===== src/rtl/if_fetch_unit.sv =====
// Instruction-fetch stage: owns the PC, issues in-order fetches to instruction memory and
// buffers returned words in a small FIFO that feeds the IF/ID register.
module if_fetch_unit #(
    parameter logic [31:0] RESET_PC = 32'h0000_0000,
    parameter int          DEPTH    = 2
) (
    input  logic        clk,
    input  logic        reset,
    input  logic        stall,
    input  logic        redirect_valid,
    input  logic [31:0] redirect_pc,
    output logic        imem_req_valid,
    input  logic        imem_req_ready,
    output logic [31:0] imem_req_addr,
    input  logic        imem_resp_valid,
    input  logic [31:0] imem_resp_data,
    output logic        fetch_valid,
    output logic [31:0] instruction_out,
    output logic [31:0] pc_current_out,
    output logic [31:0] pc_next_out
);

    localparam int CW = $clog2(DEPTH + 1);
    localparam int AW = (DEPTH > 1) ? $clog2(DEPTH) : 1;

    logic [31:0]   pc;
    logic [CW-1:0] outstanding;
    logic [CW-1:0] drop_cnt;
    logic [CW-1:0] fifo_count;
    logic [AW-1:0] rd_ptr;
    logic [AW-1:0] wr_ptr;
    logic [31:0]   fifo_data [DEPTH];
    logic [31:0]   fifo_addr [DEPTH];

    logic [CW:0]   occupancy;
    logic          req_fire;
    logic          resp_fire;
    logic          resp_keep;
    logic          pop;
    logic [31:0]   resp_addr;
    logic [31:0]   target_pc;

    function automatic logic [AW-1:0] ptr_inc(input logic [AW-1:0] p);
        return (p == AW'(DEPTH - 1)) ? '0 : p + 1'b1;
    endfunction

    assign occupancy      = {1'b0, outstanding} + {1'b0, fifo_count};
    assign imem_req_valid = !reset && !redirect_valid && (occupancy < (CW+1)'(DEPTH));
    assign imem_req_addr  = pc;
    assign req_fire       = imem_req_valid && imem_req_ready;
    assign resp_fire      = imem_resp_valid;
    assign resp_keep      = resp_fire && (drop_cnt == '0) && !redirect_valid;
    assign target_pc      = redirect_pc & ~32'h3;

    // Once every stale response is gone, the in-flight requests are a contiguous run ending at pc-4.
    assign resp_addr = pc - {{(30-CW){1'b0}}, outstanding, 2'b00};

    assign fetch_valid     = (fifo_count != '0) && !redirect_valid;
    assign pop             = fetch_valid && !stall;
    assign instruction_out = fetch_valid ? fifo_data[rd_ptr] : 32'h0;
    assign pc_current_out  = fetch_valid ? fifo_addr[rd_ptr] : 32'h0;
    assign pc_next_out     = fetch_valid ? fifo_addr[rd_ptr] + 32'd4 : 32'h0;

    always_ff @(posedge clk) begin
        if (reset) begin
            pc          <= RESET_PC;
            outstanding <= '0;
            drop_cnt    <= '0;
            fifo_count  <= '0;
            rd_ptr      <= '0;
            wr_ptr      <= '0;
        end else begin
            outstanding <= outstanding + CW'(req_fire) - CW'(resp_fire);
            if (redirect_valid) begin
                pc         <= target_pc;
                drop_cnt   <= outstanding - CW'(resp_fire);
                fifo_count <= '0;
                rd_ptr     <= '0;
                wr_ptr     <= '0;
            end else begin
                if (req_fire)
                    pc <= pc + 32'd4;
                if (resp_fire && (drop_cnt != '0))
                    drop_cnt <= drop_cnt - 1'b1;
                if (resp_keep)
                    wr_ptr <= ptr_inc(wr_ptr);
                if (pop)
                    rd_ptr <= ptr_inc(rd_ptr);
                fifo_count <= fifo_count + CW'(resp_keep) - CW'(pop);
            end
        end
    end

    always_ff @(posedge clk) begin
        if (resp_keep) begin
            fifo_data[wr_ptr] <= imem_resp_data;
            fifo_addr[wr_ptr] <= resp_addr;
        end
    end

endmodule

===== config.mk =====
export PLATFORM = sky130hd
export DESIGN_NAME = if_fetch_unit
export DESIGN_NICKNAME = d
export VERILOG_FILES = /design/src/rtl/if_fetch_unit.sv
export SDC_FILE = /design/constraint.sdc
export NUM_CORES = 1
export LEC_CHECK = 0
export BUFFER_PORTS_ARGS = -buffer_cell sky130_fd_sc_hd__clkbuf_2
export CORE_UTILIZATION = 49
export CTS_CLUSTER_DIAMETER = 30
export DETAILED_ROUTE_END_ITERATION = 10
export PLACE_DENSITY = 0.77
export SETUP_SLACK_MARGIN = 0.02
export SYNTH_ARGS = -nofsm -noshare
export SYNTH_HDL_FRONTEND = slang
export SYNTH_SLANG_ARGS = --single-unit
export TNS_END_PERCENT = 20

===== constraint.sdc =====
create_clock -name clk -period 4.35 [get_ports clk]
set_clock_uncertainty 0.15 [all_clocks]
set_input_delay 0.87 -clock clk [delete_from_list [all_inputs] [get_ports clk]]
set_output_delay 0.87 -clock clk [all_outputs]
set_load 0.01 [all_outputs]

# ---- Yosys cells after proc, flatten, opt, wreduce, memory -nomap -nowiden
# Memory sizes are Yosys's and may differ from the RTL's. A register that Yosys moved wholly into a read port is not among the register bits.
# Index checks and enable logic that the tools add are counted.
dict set report op_classes {
  n_addsub 12
  multipliers 0
  div 0
  magnitude_cmp 1
  eq_ne 0
  shifts 0
  muxes 15
  n_bitwise 0
  n_reduce_logical 17
}
# op n
set ops {}
lappend ops {{$mux 32} 5}
lappend ops {{$add 32x3->32 const B} 2}
lappend ops {{$sub 32x4->32} 1}
lappend ops {{$logic_and 1x1->1} 8}
lappend ops {{$mux 1} 8}
lappend ops {{$reduce_bool 2->1} 4}
lappend ops {{$sub 2x1->2} 3}
lappend ops {{$add 2x1->2} 2}
lappend ops {{$mux 2} 2}
lappend ops {{$add 2x2->3} 1}
lappend ops {{$logic_not 1->1} 3}
lappend ops {{$lt 3x2->1 const B} 1}
lappend ops {{$add 1x1->1 const B} 2}
lappend ops {{$logic_not 2->1} 1}
lappend ops {{$reduce_or 2->1} 1}
lappend ops {{$sub 2x1->2 const B} 1}
dict set report totals {
  register_bits 40
  latchBits 0
  mem_bits_rw 128
  romBits 0
  inputBits 70
  out_inout_bits 130
  n_memories 2
}
# memory words width rd rd_ports_with_merged_regs write_ports line_no
set mem_list {}
lappend mem_list {fifo_addr 2 32 1 1 1 33} ;# logic [31:0] fifo_addr [DEPTH];
lappend mem_list {fifo_data 2 32 1 1 1 32} ;# logic [31:0] fifo_data [DEPTH];

# ---- Longest topological paths before layout
dict set report logic_depth {
  ltp_word 6
  depth_mapped 11
  depth_no_buf 10
}

# ---- Worst setup path before layout
# No wires, ideal clock.
dict set report synth_timing {
  kind {input to register}
  start {in redirect_valid}
  end {mem fifo_addr[0][10], enable pin}
  setup_time_ns 0.482
  arrival_time_ns 4.026
  t_required_ns 3.718
  slack_ns -0.309
  stages 4
  path_buffers 1
  cell_sequence {inv_1 -> clkbuf_1 -> nand3_1 -> nor2_1}
}
dict set report synth_via {
  elab_chain_cells 4
}
# item line_no
set synth_rtl {}
lappend synth_rtl {{start: declaration} 10} ;# input logic redirect_valid,
lappend synth_rtl {{$logic_not 1->1} 52} ;# assign resp_keep = resp_fire && (drop_cnt == '0) && !redirect_valid;
lappend synth_rtl {{$logic_and 1x1->1} 52}
lappend synth_rtl {{$mux 1} 95} ;# if (resp_keep) begin
lappend synth_rtl {{$mux 1 (implied by the code)} 97} ;# fifo_addr[wr_ptr] <= resp_addr;
lappend synth_rtl {{end: declaration} 33}
# Every way passes these cells.

==> flow_summary.toml <==
[timing]
final_max_slew_viol_count = 0
max_freq_ghz = 0.248
slew_headroom = 0.370
period_share = 0.928
setup_violations = 0
hold_violations = 0
fin_ws_ns = 0.315
rsz0062_at_grt = "false"
finalSetupTns_ns = 0
min_period_ns = 4.04
tightest_slew_ns = 0.937
hold_ws_ns = 0.403

[critical_path]
r2r_end = "outstanding[0]"
cp_data_arrival_time_ns = 3.02
end_kind = "primary output"
crit_type = "reg -> out"
r2r_setup_slack_ns = 1.33
cp.required_ns = 3.33
reg2reg_depth = 9
worst_setup_path_start_kind = "flop"
r2r-start = "fifo_count[0]"
worstSetupEndpoint = "pc_next_out[28]"
cp_max_fo = 68

[synthesis]
ys.flop_type = "edfxtp_1"
yosys_warnings = 0
yosysTopAreaCell = "edfxtp_1"
yosysSeqAreaShare = 0.525
ys_ff_latch = 163
synth_top_area_frac = 0.434
synth_edf_count = 124
ys_types = 67
netlist_area_um2 = 8570
ys_top_cells_by_area = "edfxtp_1, dfxtp_1, mux2i_1"
async_flop_share = 0
synthCells = 796
syn_area_per_cell_um2 = 10.8

[power_and_ir_drop]
ir_worst_vdd_mv = 0.281
power_mw = 3.70
p_per_area_nw_per_um2 = 360
leakage_nw = 3.94

[placed_design]
place_ws_ns = 0.654
gp_congestion = 0.896
dpl.hpwl_um = 14700
post_dp_cell_area_um2 = 9680
place_inst = 1166
io_buffer_count = 191

[grt]
antenna_found_initial = 0
grt_pass1_vias = 6303
grt_pass1_wl_um = 32000
grt_max_degree = 69
grt_overflow = 0
track_usage = 0.228

[clock_network]
insertion_delay_ns = 0.43
cts_buffers = 17
cts_sinks = 163
hold_buffers = 0
root_buffer = "clkbuf_16"
h-tree-depth = 4
cts_tree = "done"
clock_path_buffers = 2
clk_pin_slew_ns = 0.07

[cells_and_area]
n_antenna_cell = 0
area_growth_syn_to_layout_pct = 19.9
stdcell_count = 1199
layout-drive-gt1-share = 0.271
fillCellCount = 1400
finalInstanceArea_um2 = 10300
layout_commonest_cell = "clkbuf_2"
fin_util = 0.611
layout.nets = 1048
final_cell_mix = "clkbuf_2, edfxtp_1, nor2_1"

[flow_run]
cap_violations = 0

[detailed_routing]
drc = 0
wire_per_inst_um = 17.0
final_antenna_net_count = 0
vias = 6759
drt-pass1-iter-count = 5
vias_per_cell = 5.64
routed_wl_um = 20400
drt-initial-drc-count = 495

[floorplanning]
initial_core_util = 0.510
ioPinCount = 200
die_w_um = 134
rows = 47
dieArea_um2 = 18000
core_region_area_um2 = 16800
fp.dieH_um = 134

[outcome]
run_status = "finished, final reports clean"

[hold_path]
hold_path_class = "reg -> reg"
metal layers:
layer | up-vias | track usage | routed length, um
li1 | 3250 | - | -
met1 | 3124 | 0.303 | 8580
met2 | 360 | 0.371 | 9430
met3 | 25 | 0.0506 | 2090
met4 | 0 | 0.0737 | 257
met5 | - | 0 | 0
critical path, stage by stage (launching register included):
cell and delay, ns:
dfxtp_4 0.47, buf_12 0.38, nand2_1 0.11, o22ai_1 0.49
nand2_2 0.28, nor4_2 0.36, mux2_2 0.36, clkbuf_2 0.12
cells in the mapped netlist, types with 7 or more instances:
master and instances:
dfxtp_1 39, nand2_1 48, a21oi_1 28, a31oi_1 13
edfxtp_1 124, buf_4 9, xor2_1 21, mux2_1 7
nand4_1 29, ha_1 10, nor4_1 15, and2_1 12
mux2i_1 60, nand3_1 24, o21ai_0 22, and3_1 7
or3_1 10, xnor2_1 30, nor2_1 116, nor3_1 20
buf_2 14, inv_1 23, clkbuf_1 26
final cells by class:
| cell class | instances | area, um^2 | share of cell area |
|---|---|---|---|
| multi-input cells | 559 | 3760 | 0.366 |
| clock inverters | 15 | 159 | 0.0155 |
| flip-flops and latches | 163 | 4510 | 0.439 |
| inverters | 24 | 90.1 | 0.00877 |
| repair buffers | 201 | 1060 | 0.103 |
| clock buffers | 17 | 425 | 0.0414 |
| well taps | 220 | 275 | 0.0268 |
where the power goes:
group          total, mW  switching [mW]  internal (mW)
Combinational      0.424           0.259          0.164
Sequential          1.83          0.0697           1.76
Clock               1.44           0.673          0.768
kinds of logic (layout without fill, tap and decap cells):
kind of cell,Yosys count,after routing,synth area share
buffers and inverters,79,257,0.0414
other,1,6,0.000437
muxes,73,73,0.0871
DFF,163,163,0.525
adders and majority gates,12,12,0.0193
AOI/OAI and AO/OA,99,99,0.0775
xor gates and xnor gates,51,51,0.0521
and+or+nand+nor,318,318,0.197
registers in the layout, indices dropped and copies added (netlist names), named ones only:
name and count:
drop_cnt 2, fifo_count 2, imem_req_addr 30, fifo_data 64, fifo_addr 60, outstanding 2, wr_ptr 1, rd_ptr 1
worst min path at each step:
stage	end	startpoint	cells past startpoint	slack, ns
final	rd_ptr	rd_ptr	2	0.40
after global routing	rd_ptr	rd_ptr	2	0.44
after CTS	rd_ptr	rd_ptr	2	0.40
after detailed placement	rd_ptr	rd_ptr	2	0.39
after global placement	rd_ptr	rd_ptr	2	0.38
after floorplan	flop	rd_ptr	2	0.37
repair_timing:
item | CTS | global route
setup endpoints to repair | 0 | 1
resized for setup | 0 | 0
buffers inserted | 0 | 1
(Power assumes the default switching activity.)
